File: src/rtl/conware_board_streamer.sv
// rtl/conware_board_streamer.sv - generation driver for the conware core
// Streams the board out as colour words, decodes the returned frame and iterates.
module conware_board_streamer #(
  parameter int                DWIDTH      = 32,
  parameter int                WIDTH       = 8,
  parameter logic [DWIDTH-1:0] ALIVE_COLOR = 32'hFFFFFFFF,
  parameter logic [DWIDTH-1:0] DEAD_COLOR  = 32'h00000000
) (
  input  logic                  ACLK,
  input  logic                  ARESET,
  input  logic [WIDTH-1:0]      seed_data,
  input  logic                  seed_load,
  input  logic [15:0]           num_gens,
  input  logic                  start,
  output logic                  busy,
  output logic                  done,
  output logic [WIDTH-1:0]      board_out,
  output logic [15:0]           gen_cnt,
  output logic                  rx_error,
  output logic                  M_AXIS_TVALID,
  input  logic                  M_AXIS_TREADY,
  output logic [DWIDTH-1:0]     M_AXIS_TDATA,
  output logic                  M_AXIS_TLAST,
  output logic [DWIDTH/8-1:0]   M_AXIS_TKEEP,
  output logic [DWIDTH/8-1:0]   M_AXIS_TSTRB,
  input  logic                  S_AXIS_TVALID,
  output logic                  S_AXIS_TREADY,
  input  logic [DWIDTH-1:0]     S_AXIS_TDATA,
  input  logic                  S_AXIS_TLAST
);

  localparam int IDXW = (WIDTH > 1) ? $clog2(WIDTH) : 1;
  localparam logic [IDXW-1:0] LAST_IDX = IDXW'(WIDTH - 1);

  typedef enum logic [1:0] {S_IDLE, S_SEND, S_RECV} state_t;

  state_t           state, state_n;
  logic [WIDTH-1:0] shadow, shadow_n, board_n;
  logic [IDXW-1:0]  tx_idx, tx_n, rx_idx, rx_n;
  logic [15:0]      gens_target, target_n, gen_n;
  logic             err_n, done_n, rx_bit;

  assign M_AXIS_TKEEP = '1;
  assign M_AXIS_TSTRB = '1;

  always_comb begin
    state_n  = state;
    board_n  = board_out;
    shadow_n = shadow;
    tx_n     = tx_idx;
    rx_n     = rx_idx;
    gen_n    = gen_cnt;
    target_n = gens_target;
    err_n    = rx_error;
    done_n   = 1'b0;
    rx_bit   = 1'b0;
    case (state)
      S_IDLE: begin
        if (seed_load) board_n = seed_data;
        if (start) begin
          target_n = num_gens;
          gen_n    = '0;
          err_n    = 1'b0;
          if (num_gens == 16'd0) begin
            done_n = 1'b1;
          end else begin
            state_n = S_SEND;
            tx_n    = '0;
          end
        end
      end
      S_SEND: begin
        if (M_AXIS_TVALID && M_AXIS_TREADY) begin
          if (tx_idx == LAST_IDX) begin
            state_n = S_RECV;
            rx_n    = '0;
          end else begin
            tx_n = tx_idx + 1'b1;
          end
        end
      end
      S_RECV: begin
        if (S_AXIS_TVALID && S_AXIS_TREADY) begin
          rx_bit = (S_AXIS_TDATA == ALIVE_COLOR);
          if (!rx_bit && (S_AXIS_TDATA != DEAD_COLOR)) err_n = 1'b1;
          // Frame length is fixed by WIDTH; TLAST is only cross-checked.
          if (S_AXIS_TLAST != (rx_idx == LAST_IDX)) err_n = 1'b1;
          shadow_n[rx_idx] = rx_bit;
          if (rx_idx == LAST_IDX) begin
            board_n = shadow_n;
            gen_n   = gen_cnt + 16'd1;
            if (gen_n == gens_target) begin
              state_n = S_IDLE;
              done_n  = 1'b1;
            end else begin
              state_n = S_SEND;
              tx_n    = '0;
            end
          end else begin
            rx_n = rx_idx + 1'b1;
          end
        end
      end
      default: state_n = S_IDLE;
    endcase
  end

  // Stream outputs are registered from next-state values so they change only on edges.
  always_ff @(posedge ACLK) begin
    if (ARESET) begin
      state         <= S_IDLE;
      board_out     <= '0;
      shadow        <= '0;
      tx_idx        <= '0;
      rx_idx        <= '0;
      gen_cnt       <= '0;
      gens_target   <= '0;
      rx_error      <= 1'b0;
      done          <= 1'b0;
      busy          <= 1'b0;
      M_AXIS_TVALID <= 1'b0;
      M_AXIS_TDATA  <= '0;
      M_AXIS_TLAST  <= 1'b0;
      S_AXIS_TREADY <= 1'b0;
    end else begin
      state         <= state_n;
      board_out     <= board_n;
      shadow        <= shadow_n;
      tx_idx        <= tx_n;
      rx_idx        <= rx_n;
      gen_cnt       <= gen_n;
      gens_target   <= target_n;
      rx_error      <= err_n;
      done          <= done_n;
      busy          <= (state_n != S_IDLE);
      M_AXIS_TVALID <= (state_n == S_SEND);
      M_AXIS_TDATA  <= (state_n == S_SEND) ? (board_n[tx_n] ? ALIVE_COLOR : DEAD_COLOR) : '0;
      M_AXIS_TLAST  <= (state_n == S_SEND) && (tx_n == LAST_IDX);
      S_AXIS_TREADY <= (state_n == S_RECV);
    end
  end

endmodule
File: config.mk
export PLATFORM = sky130hd
export DESIGN_NAME = conware_board_streamer
export DESIGN_NICKNAME = d
export VERILOG_FILES = /design/src/rtl/conware_board_streamer.sv
export SDC_FILE = /design/constraint.sdc
export NUM_CORES = 1
export LEC_CHECK = 0
export BUFFER_PORTS_ARGS = -buffer_cell sky130_fd_sc_hd__buf_2
export CORE_MARGIN = 8
export CORE_UTILIZATION = 40
export CTS_CLUSTER_DIAMETER = 30
export CTS_CLUSTER_SIZE = 28
export DETAILED_ROUTE_END_ITERATION = 6
export GPL_TIMING_DRIVEN = 0
export PLACE_DENSITY = 0.66
export RECOVER_POWER = 100
export SYNTH_ARGS = -nofsm -noshare
export SYNTH_HDL_FRONTEND = slang
export SYNTH_SLANG_ARGS = --single-unit
File: constraint.sdc
create_clock -name ACLK -period 4.8 [get_ports ACLK]
set_input_delay 0.72 -clock ACLK [delete_from_list [all_inputs] [get_ports ACLK]]
set_output_delay 0.72 -clock ACLK [all_outputs]
set_load 0.03 [all_outputs]
# --- After elaboration in Yosys (flattened, before gate mapping) ---
# Index checks and enable logic that the tools add are counted.
word_totals:
  reg_bits: 94
classes:
  magnitude_cmp: 3
  n_mux: 46
  bitwise: 1
  n_addsub: 3
  reduce_logical: 18
  eq_ne: 17
ops:
  columns: ["op", "count"]
  rows:
  - ["two-way mux 16 bit", 3]
  - ["two-way mux 3 bit", 11]
  - ["equality test 32 bit, second input constant", 1]
  - ["two-way mux 32 bit", 1]
  - ["case mux 16 bit (2 select lines)", 1]
  - ["nonzero test 32 bit", 1]
  - ["two-way mux 8 bit", 3]
  - ["adder 16 x 1 -> 16 bit, second input constant", 1]
  - ["equality test 16 bit", 1]
  - ["logical NOT 16 bit", 1]
  - ["case mux 8 bit (2 select lines)", 1]
  - ["two-way mux 1 bit", 12]
  - ["two-way mux 2 bit", 6]
  - ["!= test 2 bit, second input constant", 6]
  - ["equality test 3 bit, second input constant", 3]
  - ["case mux 3 bit (3 select lines)", 1]
  - ["bitwise mux 8 bit", 1]
  - ["< comparator 3 x 4 -> 1 bit, second input constant", 2]
  - ["AND reduction 4 bit", 2]
  - ["adder 3 x 1 -> 3 bit, second input constant", 2]
  - ["case mux 2 bit (3 select lines)", 1]
  - ["case mux 3 bit (2 select lines)", 1]
  - ["nonzero test 2 bit", 3]
  - ["logical AND 1 bit", 5]
  - ["other kinds (14)", 18]

# --- Logic depth before layout (Yosys ltp) ---
# Gate-level depths: netlist (run 1).
depth:
  word_depth: 11
  depth_mapped: 10
  mapped_depth_nobuf: 10

# --- Worst setup path before layout (run 1) ---
# Ideal clock, no wire load.
synth_timing:
  kind: "register to register"
  from: "register gen_cnt[0]"
  to: "register M_AXIS_TDATA[30]"
  stages_incl_launch_ff: 11
  t_arrival_ns: 2.763
  required_time_ns: 4.683
  setup_slack_ns: 1.920
  period_less_slack_ns: 2.880
  path_cell_list: "dfxtp_1 > ha_1 > nand3_2 > nor4_2 > xor2_1 > o21ai_0 > and3_4 > a41oi_4 > mux2i_1 > mux2i_1 > a32o_1"
synth_via:
  elab_chain_len: 9
  word_cells_on_any_way: 16
  cone_classes: "add/sub: 1; eq/ne: 2; mux: 11; bitwise: 1; reduce/logical: 1"
synth_lines:
  columns: ["element", "line_no", "source"]
  rows:
  - ["start, declared", "18", "output logic [15:0] gen_cnt,"]
  - ["start signal, assigned", "131", "gen_cnt <= gen_n;"]
  - ["adder 16 x 1 -> 16 bit (*)", "91", "gen_n = gen_cnt + 16'd1;"]
  - ["equality test 16 bit (*)", "92", "if (gen_n == gens_target) begin"]
  - ["two-way mux 3 bit / two-way mux 1 bit (equally long branches)", "92", null]
  - ["two-way mux 3 bit / two-way mux 2 bit (equally long branches)", "89", "if (rx_idx == LAST_IDX) begin"]
  - ["two-way mux 3 bit / two-way mux 2 bit (equally long branches)", "83", "if (S_AXIS_TVALID && S_AXIS_TREADY) begin"]
  - ["case mux 3 bit (3 select lines) / case mux 2 bit (3 select lines) (equally long branches)", "57", "case (state)"]
  - ["binary-select mux 1 bit (select 3 bit) / equality test 2 x 1 -> 1 bit (equally long branches)", "137", "M_AXIS_TDATA <= (state_n == S_SEND) ? (board_n[tx_n] ? ALIVE_COLOR : DEAD_COLOR) : '0;"]
  - ["two-way mux 1 bit (not written as such) / NOT 1 bit (equally long branches)", null, null]
  - ["two-way mux 32 bit / OR reduction 2 bit (equally long branches)", null, null]
  - ["end signal, assigned", "137", null]
  - ["end, declared", "22", "output logic [DWIDTH-1:0] M_AXIS_TDATA,"]
# Every way passes the cells marked *; elsewhere a longest branch is shown, timed or not. The select of a mux whose other input is x is not followed.
# A chain may end at the register's enable or synchronous reset.

# --- Worst setup path in the final report (run 1) ---
# Ends and elaborated chain as after synthesis.

==> results.yml, run 1 <==
global_route:
  overflow: 0
  antenna_found_initial: 0
  grt_max_degree: 33
  grt_pass1_vias: 3960
  grt_pass1_wl_um: 18460
  grt_usage_pct: 17.40
synthesis:
  yosys.area_share.adder_pct: 1.287
  synth_top_area_cell: "dfxtp_1"
  synth_top_family_by_area: "simple AND/OR/NAND/NOR gates"
  synth_flop_cell: "dfxtp_1"
  yosys_warnings: 0
  synth_cells: 497
  yosys.area_share.simple_pct: 28.93
  synth-seq-cells: 63
  seq_area_frac_synth_pct: 32.44
  ys_top_cells_by_area: "dfxtp_1 (32%), buf_4 (7.9%), nand2_1 (5.9%)"
  synth_edf_count: 0
  synth.area.mux_share_pct: 4.474
  synth_compound_area_share_pct: 16.74
  netlist.area_leader.share_pct: 32.44
  ys_types: 57
  yosys.area_share.xor_xnor_pct: 5.182
  avgSynthCellArea_um2: 7.822
  async_flop_share_pct: 0
  syn-cell-area_um2: 3887
detailed_routing:
  wl_met3_um: 1036
  post_drt_wl_per_cell_um: 14.63
  antenna_left: 0
  dr.pass1.iters: 5
  highest_layer: "met4"
  via_per_inst: 5.171
  drt_iter0_drc: 213
  totalWireLength_um: 11350
  drc: 0
  num_vias: 4013
  wl_met1_um: 4973
  met2_wirelength_um: 5127
clock_tree:
  numCtsBuffers: 9
  htreeDepth: 3
  clockRootBuffer: "clkbuf_8"
  cts_max_path_buffers: 2
  clk_pin_slew_ps: 80
  clk-insertion-delay-late_ps: 360
  cts_setup_buffers: 0
  cts-resized-gates: 0
  cts_tree: "yes"
  clock-sinks: 63
  postCtsHoldBufs: 0
run:
  drv_cap: 0
floorplanning:
  num_io_pins: 133
  die_w_um: 114.6
  start_util_pct: 40.52
  chipHeight_um: 114.6
  core_area_um2: 9594
  die_area_um2: 13130
  core.rowCount: 36
final_layout:
  post-route-util_pct: 50.47
  final_common_cell: "buf_2"
  layout_common_cells: "buf_2 (95), dfxtp_1 (63), nand2_1 (61), clkbuf_1 (53), a21oi_1 (45)"
  multi_input_area_um2: 2196
  final_cells: 776
  final_nets: 705
  regArea_um2: 1261
  areaGrowthSynthToFinish_pct: 24.56
  antenna_cells: 0
  drive_gt1_share_pct: 24.88
  design_area_um2: 4842
  nFillCells: 987
sta:
  slew_headroom_pct: 46.52
  rsz0062_at_grt: "false"
  period_needed_ps: 3652
  skew_ps: 12.21
  clock.fmax_mhz: 273.8
  hold_viol_final: 0
  tns_ps: 0
  worst_pin_slew_ps: 801.1
  finalSetupViolations: 0
  period_share_pct: 76.09
  slew_viol_final: 0
worst_setup_path:
  crit_path_end_kind: "flip-flop"
  worstPathMaxFanout: 8
  crit_path_start_kind: "flip-flop"
  cp_data_required_time_ps: 5050
  worstPathArrival_ps: 3900
  path_class: "flip-flop to flip-flop"
  rrSetupSlack_ps: 1150
placed_design:
  dp_hpwl_um: 9109
  dp.cells: 760
  dpl_cell_area_um2: 4696
  port_buffers: 123
  globalplace.congestion: 0.8966
worst_hold_path:
  hp-class: "flip-flop to flip-flop"
power_and_ir_drop:
  pwr_density_cell_nw_per_um2: 264.9
  p_leak_nw: 2.056
  ir_drop_uv: 134.4
status:
  status: "finished clean"
[synthesized netlist by cell type (2+ instances only)]
master / count
dfxtp_1: 63
nand2_1: 61
a21oi_1: 45
buf_4: 41
nor2_1: 40
o21ai_0: 26
clkbuf_1: 20
nand3_1: 19
nor4_1: 16
nand4_1: 15
xnor2_1: 15
mux2i_1: 14
a22oi_1: 9
nor2b_1: 9
nor3_1: 8
xor2_1: 8
and2_1: 7
nand2b_1: 7
and3_1: 6
nand3b_1: 6
a21o_1: 5
a31oi_1: 4
buf_2: 4
ha_1: 4
inv_1: 4
or3_1: 4
a222oi_1: 2
and4_1: 2
mux2_2: 2
nand4b_1: 2
nor3b_1: 2
nor4_2: 2
[worst paths after layout]
check | start | end | cells after the start
hold reg to reg | shadow[4]$_SDFFE_PP0P_ | shadow[4]$_SDFFE_PP0P_ | 2
setup reg to reg | gen_cnt[0]$_SDFFE_PP0P_ | M_AXIS_TDATA[30]$_SDFF_PP0_ | 10
hold / removal | shadow[4]$_SDFFE_PP0P_ | shadow[4]$_SDFFE_PP0P_ | 2
setup / recovery | gen_cnt[0]$_SDFFE_PP0P_ | M_AXIS_TDATA[30]$_SDFF_PP0_ | 10
[stage by stage]
step	total power, mW	worst slack (ps)	hold WS (ps)
global route	1.337	902.5	481.7
detailed placement	0.7744	1735	448.6
finish	1.283	1148	459.2
global placement	0.7706	1725	442.0
CTS	1.296	1762	458.5
floorplan	0.7012	1920	433.8
[power by group]
| part | switching, mW | internal [mW] | total, mW |
|---|---|---|---|
| sequential | 0.0148 | 0.537 | 0.552 |
| combinational | 0.124 | 0.0802 | 0.205 |
| clock | 0.230 | 0.296 | 0.526 |
| total | 0.369 | 0.914 | 1.28 |
[per-layer routing]
| metal | global-route usage, % | vias up |
|---|---|---|
| li1 | - | 2019 |
| met1 | 20.98 | 1823 |
| met2 | 28.07 | 155 |
| met3 | 4.641 | 16 |
| met4 | 8.252 | 0 |
| met5 | 0 | - |
[registers in the layout (all words and copies together) (netlist names)]
name and count:
state 2, M_AXIS_TDATA 1, M_AXIS_TLAST 1, rx_idx 3
gen_cnt 16, done 1, busy 1, M_AXIS_TVALID 1
shadow 8, board_out 8, tx_idx 3, rx_error 1
gens_target 16, S_AXIS_TREADY 1
[worst max-delay path, cell delays in order (launching register included)]
cell and delay [ps]:
dfxtp_1 500, ha_1 300, nand3_1 310, nor4_1 650, xor2_1 190, o21ai_0 90
and3_1 200, a41oi_1 630, mux2i_1 290, mux2i_1 100, a32o_1 290
[cell type report]
type / count / share of cell area [%]
Buffer: 66 / 8.372
Clock buffer: 10 / 2.636
Clock inverter: 6 / 1.938
Inverter: 4 / 0.3101
Multi-Input combinational cell: 371 / 45.35
Sequential cell: 63 / 26.05
Tap cell: 133 / 3.437
Timing Repair Buffer: 123 / 11.91
[kinds of logic after synthesis]
kind of cell,Yosys count
fa+ha+maj,4
flops,63
compound gates,105
mux,17
xor+xnor,23
buf+inv,70
other cells,1
simple gates,214
(Power assumes the default switching activity.)
==> run 2: changes to the inputs <==
==> constraint.sdc (replaced) <==
create_clock -name ACLK -period 3.44 [get_ports ACLK]
set_input_delay 0.516 -clock ACLK [delete_from_list [all_inputs] [get_ports ACLK]]
set_output_delay 0.516 -clock ACLK [all_outputs]
set_load 0.03 [all_outputs]
==> run 2 against run 1 <==
  * Via count about the same
  * Global-route usage did not move
  * Critical path depth is the same
  * Clock skew about the same
  * Worst hold slack got worse by 49 ps
  * First-iteration DRC count down 6.1%
  * Combinational power rose by 40%
  * Clock power grew 40%
  * Fmax increased by 17%
==> results.yml, run 2 (synthesized netlist as in run 1, its figures left out) <==
floorplanning:
  core.rowCount: 36
  num_io_pins: 133
  die_area_um2: 13130
  die_w_um: 114.6
  core_area_um2: 9594
  chipHeight_um: 114.6
  start_util_pct: 40.52
clock_tree:
  clk_pin_slew_ps: 80
  clockRootBuffer: "clkbuf_8"
  clk-insertion-delay-late_ps: 360
  postCtsHoldBufs: 0
  clock-sinks: 63
  htreeDepth: 3
  cts-resized-gates: 0
  cts_setup_buffers: 0
  cts_max_path_buffers: 2
  numCtsBuffers: 9
  cts_tree: "yes"
worst_setup_path:
  worstPathMaxFanout: 8
  crit_path_start_kind: "flip-flop"
  crit_path_max_incr_delay_ps: 490
  r2r-end: "M_AXIS_TDATA[30]$_SDFF_PP0_"
  startpoint: "gen_cnt[0]$_SDFFE_PP0P_"
  path_class: "flip-flop to flip-flop"
  slowest_stage: "dfxtp_1"
  crit_chain: "ha_1 -> nand3_2 -> nor4_2 -> xor2_1 -> o21ai_0 -> and3_1 -> a41oi_4 -> mux2i_1 -> mux2i_1 -> a32o_1"
  rrSetupSlack_ps: 320
  worstPathArrival_ps: 3370
  reg2reg_from: "gen_cnt[0]$_SDFFE_PP0P_"
  crit_top_cell: "mux2i_1"
  crit_path_end_kind: "flip-flop"
  cp_data_required_time_ps: 3690
  worst_r2r_path_depth: 10
sta:
  period_share_pct: 90.72
  worst_pin_slew_ps: 801.1
  tns_ps: 0
  slew_headroom_pct: 46.52
  skew_ps: 12.57
  slew_viol_final: 0
  clock.fmax_mhz: 320.4
  rsz0062_at_grt: "false"
  finalSetupViolations: 0
  hold_viol_final: 0
  period_needed_ps: 3121
  setup_ws_ps: 319.2
power_and_ir_drop:
  power.total_mw: 1.791
  ir_drop_uv: 187.5
  p_leak_nw: 2.058
  pwr_density_cell_nw_per_um2: 367.7
detailed_routing:
  num_vias: 4012
  totalWireLength_um: 11360
  drt_iter0_drc: 200
  post_drt_wl_per_cell_um: 14.63
  antenna_left: 0
  dr.pass1.iters: 5
  drc: 0
  via_per_inst: 5.170
run:
  drv_cap: 0
final_layout:
  final_common_cell: "buf_2"
  drive_gt1_share_pct: 25.35
  final_cells: 776
  antenna_cells: 0
  areaGrowthSynthToFinish_pct: 25.33
  top_regs: "gen_cnt (16), gens_target (16)"
  design_area_um2: 4872
  layout_common_cells: "buf_2 (95), dfxtp_1 (63), nand2_1 (61), clkbuf_1 (53), a21oi_1 (45)"
  final_nets: 705
  nFillCells: 981
global_route:
  grt_usage_pct: 17.40
  grt_pass1_vias: 3960
  grt_pass1_wl_um: 18460
  overflow: 0
  grt_max_degree: 33
  antenna_found_initial: 0
worst_hold_path:
  min_from: "num_gens[1]"
  whs_path_depth: 3
  worstHoldEndpoint: "gens_target[1]$_SDFFE_PP0P_"
  hp-class: "input pin to flip-flop"
placed_design:
  dp_slack_ps: 405.0
  globalplace.congestion: 0.8966
  dp_hpwl_um: 9109
  dpl_cell_area_um2: 4696
  port_buffers: 123
  dp.cells: 760
status:
  status: "finished clean"
[run 2: cell counts in the layout (fill, tap and decap cells not counted)]
No cell type changed its count.
[run 2: layout make-up]
type | count | area [um^2] | area share (%)
Buffer | 66 | 405.4 | 8.321
Clock buffer | 10 | 127.6 | 2.619
Clock inverter | 6 | 93.84 | 1.926
Inverter | 4 | 15.01 | 0.3082
Multi-Input combinational cell | 371 | 2226 | 45.69
Sequential cell | 63 | 1261 | 25.89
Tap cell | 133 | 166.4 | 3.416
Timing Repair Buffer | 123 | 576.8 | 11.84
[run 2: power by group]
group	switching [mW]	internal, mW	total (mW)	leakage (nW)
Clock	0.321	0.413	0.734	0.107
Sequential	0.0207	0.750	0.770	0.512
Combinational	0.175	0.112	0.287	1.44
Total	0.516	1.27	1.79	2.06
[run 2: critical path, delay by kind of cell, from the launching register on]
kind            cells  cell delay (ps)
mux                 2              360
simple gates        3              920
fa+ha+maj           1              320
compound gates      3              740
xor+xnor            1              180
flops               1              490
[run 2: layer usage]
| layer | wire length [um] | GRT usage [%] |
|---|---|---|
| met2 | 5112 | 28.07 |
| met4 | 212 | 8.252 |
| met3 | 989 | 4.641 |
| met5 | 0 | 0 |
| met1 | 5041 | 20.98 |
[run 2: metrics by stage]
stage	utilization [%]	hold slack [ps]
floorplan	-	433.8
global placement	48.94	442.0
detailed placement	48.94	448.6
CTS	51.25	392.2
global route	50.78	390.6
finish	50.78	410.0
[run 2: worst max-delay path by stage]
stage / to
global placement: M_AXIS_TDATA[30]$_SDFF_PP0_
detailed placement: M_AXIS_TDATA[30]$_SDFF_PP0_
global route: M_AXIS_TDATA[30]$_SDFF_PP0_
floorplan: M_AXIS_TDATA[30]$_SDFF_PP0_
finish: M_AXIS_TDATA[30]$_SDFF_PP0_
CTS: M_AXIS_TDATA[30]$_SDFF_PP0_
==> run 3: changes to the inputs <==
--- a/config.mk
+++ b/config.mk
@@ -6,12 +6,13 @@
 export NUM_CORES = 1
 export LEC_CHECK = 0
 export BUFFER_PORTS_ARGS = -buffer_cell sky130_fd_sc_hd__buf_2
-export CORE_MARGIN = 8
+export CORE_MARGIN = 2
 export CORE_UTILIZATION = 40
 export CTS_CLUSTER_DIAMETER = 30
 export CTS_CLUSTER_SIZE = 28
 export DETAILED_ROUTE_END_ITERATION = 6
 export GPL_TIMING_DRIVEN = 0
+export HOLD_SLACK_MARGIN = 0.06
 export PLACE_DENSITY = 0.66
 export RECOVER_POWER = 100
 export SYNTH_ARGS = -nofsm -noshare
==> run 3 against run 2 <==
  * Total power hardly changed
  * Fmax is 0.34% lower
  * Count of clock-buffer cells in the layout unchanged
  * Utilization grew 1.4 points
  * Flip-flop and latch count unchanged
  * Combinational power hardly changed
  * Worst setup slack worse by 11 ps
  * Largest power group unchanged
==> results.yml, run 3 (synthesized netlist as in run 1, its figures left out) <==
status:
  status: "finished clean"
clock_tree:
  htreeDepth: 3
  cts-resized-gates: 0
  postCtsHoldBufs: 0
  clk-insertion-delay-late_ps: 340
  cts_tree: "yes"
  clock-sinks: 63
  cts_max_path_buffers: 2
  numCtsBuffers: 9
  clockRootBuffer: "clkbuf_8"
  clk_pin_slew_ps: 80
  cts_setup_buffers: 0
final_layout:
  final_cells: 772
  layout_common_cells: "buf_2 (94), dfxtp_1 (63), nand2_1 (61), clkbuf_1 (53), a21oi_1 (45)"
  top_regs: "gen_cnt (16), gens_target (16)"
  final_common_cell: "buf_2"
  drive_gt1_share_pct: 25.51
  multi_input_area_um2: 2231
  regArea_um2: 1261
  nFillCells: 923
  areaGrowthSynthToFinish_pct: 25.30
  antenna_cells: 0
  final_nets: 705
  design_area_um2: 4871
placed_design:
  dp_slack_ps: 335.8
  dp.cells: 756
  port_buffers: 123
  globalplace.congestion: 0.8848
  dp_hpwl_um: 8437
  dpl_cell_area_um2: 4691
detailed_routing:
  dr.pass1.iters: 7
  totalWireLength_um: 10900
  highest_layer: "met4"
  via_per_inst: 5.216
  post_drt_wl_per_cell_um: 14.12
  drt_iter0_drc: 216
  met2_wirelength_um: 5088
  drc: 0
  wl_met3_um: 853
  antenna_left: 0
  num_vias: 4027
  wl_met1_um: 4799
global_route:
  grt_max_degree: 33
  overflow: 0
  grt_pass1_vias: 3539
  grt_usage_pct: 20.61
  grt_pass1_wl_um: 17080
  antenna_found_initial: 0
worst_setup_path:
  worstPathMaxFanout: 8
  worst_r2r_path_depth: 9
  r2r-end: "M_AXIS_TDATA[30]$_SDFF_PP0_"
  reg2reg_from: "gen_cnt[0]$_SDFFE_PP0P_"
  cp_data_required_time_ps: 3670
  crit_chain: "ha_1 -> nand3_2 -> nor3_1 -> a2bb2oi_1 -> nor3_2 -> a41oi_4 -> mux2i_1 -> mux2i_1 -> a32o_1"
  worstPathArrival_ps: 3360
  crit_path_start_kind: "flip-flop"
  path_class: "flip-flop to flip-flop"
  rrSetupSlack_ps: 310
  crit_path_max_incr_delay_ps: 550
  slowest_stage: "nor3_1"
  crit_path_end_kind: "flip-flop"
  crit_top_cell: "mux2i_1"
floorplanning:
  start_util_pct: 41.68
  core.rowCount: 35
  num_io_pins: 133
  die_area_um2: 10520
  die_w_um: 102.6
  chipHeight_um: 102.6
  core_area_um2: 9328
worst_hold_path:
  whs_path_depth: 3
  hp-class: "input pin to flip-flop"
  min_from: "num_gens[5]"
  worstHoldEndpoint: "gens_target[5]$_SDFFE_PP0P_"
sta:
  setup_ws_ps: 308.5
  hold_viol_final: 0
  period_share_pct: 91.03
  skew_ps: 7.424
  tns_ps: 0
  slew_headroom_pct: 46.34
  clock.fmax_mhz: 319.3
  slew_viol_final: 0
  period_needed_ps: 3131
  rsz0062_at_grt: "false"
  worst_pin_slew_ps: 803.8
  finalSetupViolations: 0
power_and_ir_drop:
  ir_drop_uv: 175.6
  p_leak_nw: 2.063
  pwr_density_cell_nw_per_um2: 367.4
run:
  drv_cap: 0
-- run 3: cell types whose count changed in the layout (fill, tap and decap cells not counted) --
cell	change
and2_0	+1
and2_1	-1
and3_1	-1
and3_4	+1
buf_2	-1
clkbuf_8	+1
clkinv_2	+3
clkinv_4	-1
clkinvlp_4	-1
inv_6	-1
-- run 3: area by class of cell --
type | count | share of cell area, %
multi-input cells | 371 | 45.80
flip-flops and latches | 63 | 25.89
repair buffers | 123 | 11.82
plain buffers | 66 | 8.323
well taps | 129 | 3.314
clock buffers | 10 | 2.826
clock inverters | 6 | 1.721
inverters | 4 | 0.3082
-- run 3: power by group --
| group | switching [mW] | internal, mW | leakage, nW |
|---|---|---|---|
| logic | 0.175 | 0.114 | 1.43 |
| clock network | 0.305 | 0.425 | 0.116 |
| registers | 0.0209 | 0.750 | 0.512 |
| total | 0.501 | 1.29 | 2.06 |
-- run 3: per-layer routing --
layer | vias up | GRT usage, %
met4 | 0 | 6.872
met2 | 163 | 34.79
met1 | 1835 | 27.23
met3 | 12 | 2.712
met5 | - | 0
li1 | 2017 | -
-- run 3: worst max-delay path, delay by kind of cell (launching register included) --
family / cells / cell delay [ps]
muxes: 2 / 370
DFF: 1 / 500
adders and majority gates: 1 / 320
and+or+nand+nor: 3 / 880
AOI/OAI and AO/OA: 3 / 940
-- run 3: how the worst max path moves through the flow --
| stage | startpoint | to | slack [ps] | cells after the start |
|---|---|---|---|---|
| floorplan | gen_cnt[0]$_SDFFE_PP0P_ | M_AXIS_TDATA[30]$_SDFF_PP0_ | 560 | 10 |
| global placement | gen_cnt[0]$_SDFFE_PP0P_ | M_AXIS_TDATA[30]$_SDFF_PP0_ | 430 | 10 |
| detailed placement | gen_cnt[0]$_SDFFE_PP0P_ | M_AXIS_TDATA[30]$_SDFF_PP0_ | 340 | 10 |
| CTS | gen_cnt[0]$_SDFFE_PP0P_ | M_AXIS_TDATA[30]$_SDFF_PP0_ | 340 | 10 |
| global route | gen_cnt[0]$_SDFFE_PP0P_ | M_AXIS_TDATA[30]$_SDFF_PP0_ | 40 | 10 |
| finish | gen_cnt[0]$_SDFFE_PP0P_ | M_AXIS_TDATA[30]$_SDFF_PP0_ | 310 | 9 |
-- run 3: through the flow --
stage / hold slack [ps] / total power [mW] / utilization [%]
2_1_floorplan: 433.8 / 0.9784 / -
3_3_place_gp: 438.8 / 1.074 / 50.29
3_5_place_dp: 449.2 / 1.080 / 50.29
4_1_cts: 413.0 / 1.800 / 52.66
5_1_grt: 423.7 / 1.854 / 52.22
6_report: 423.4 / 1.790 / 52.22
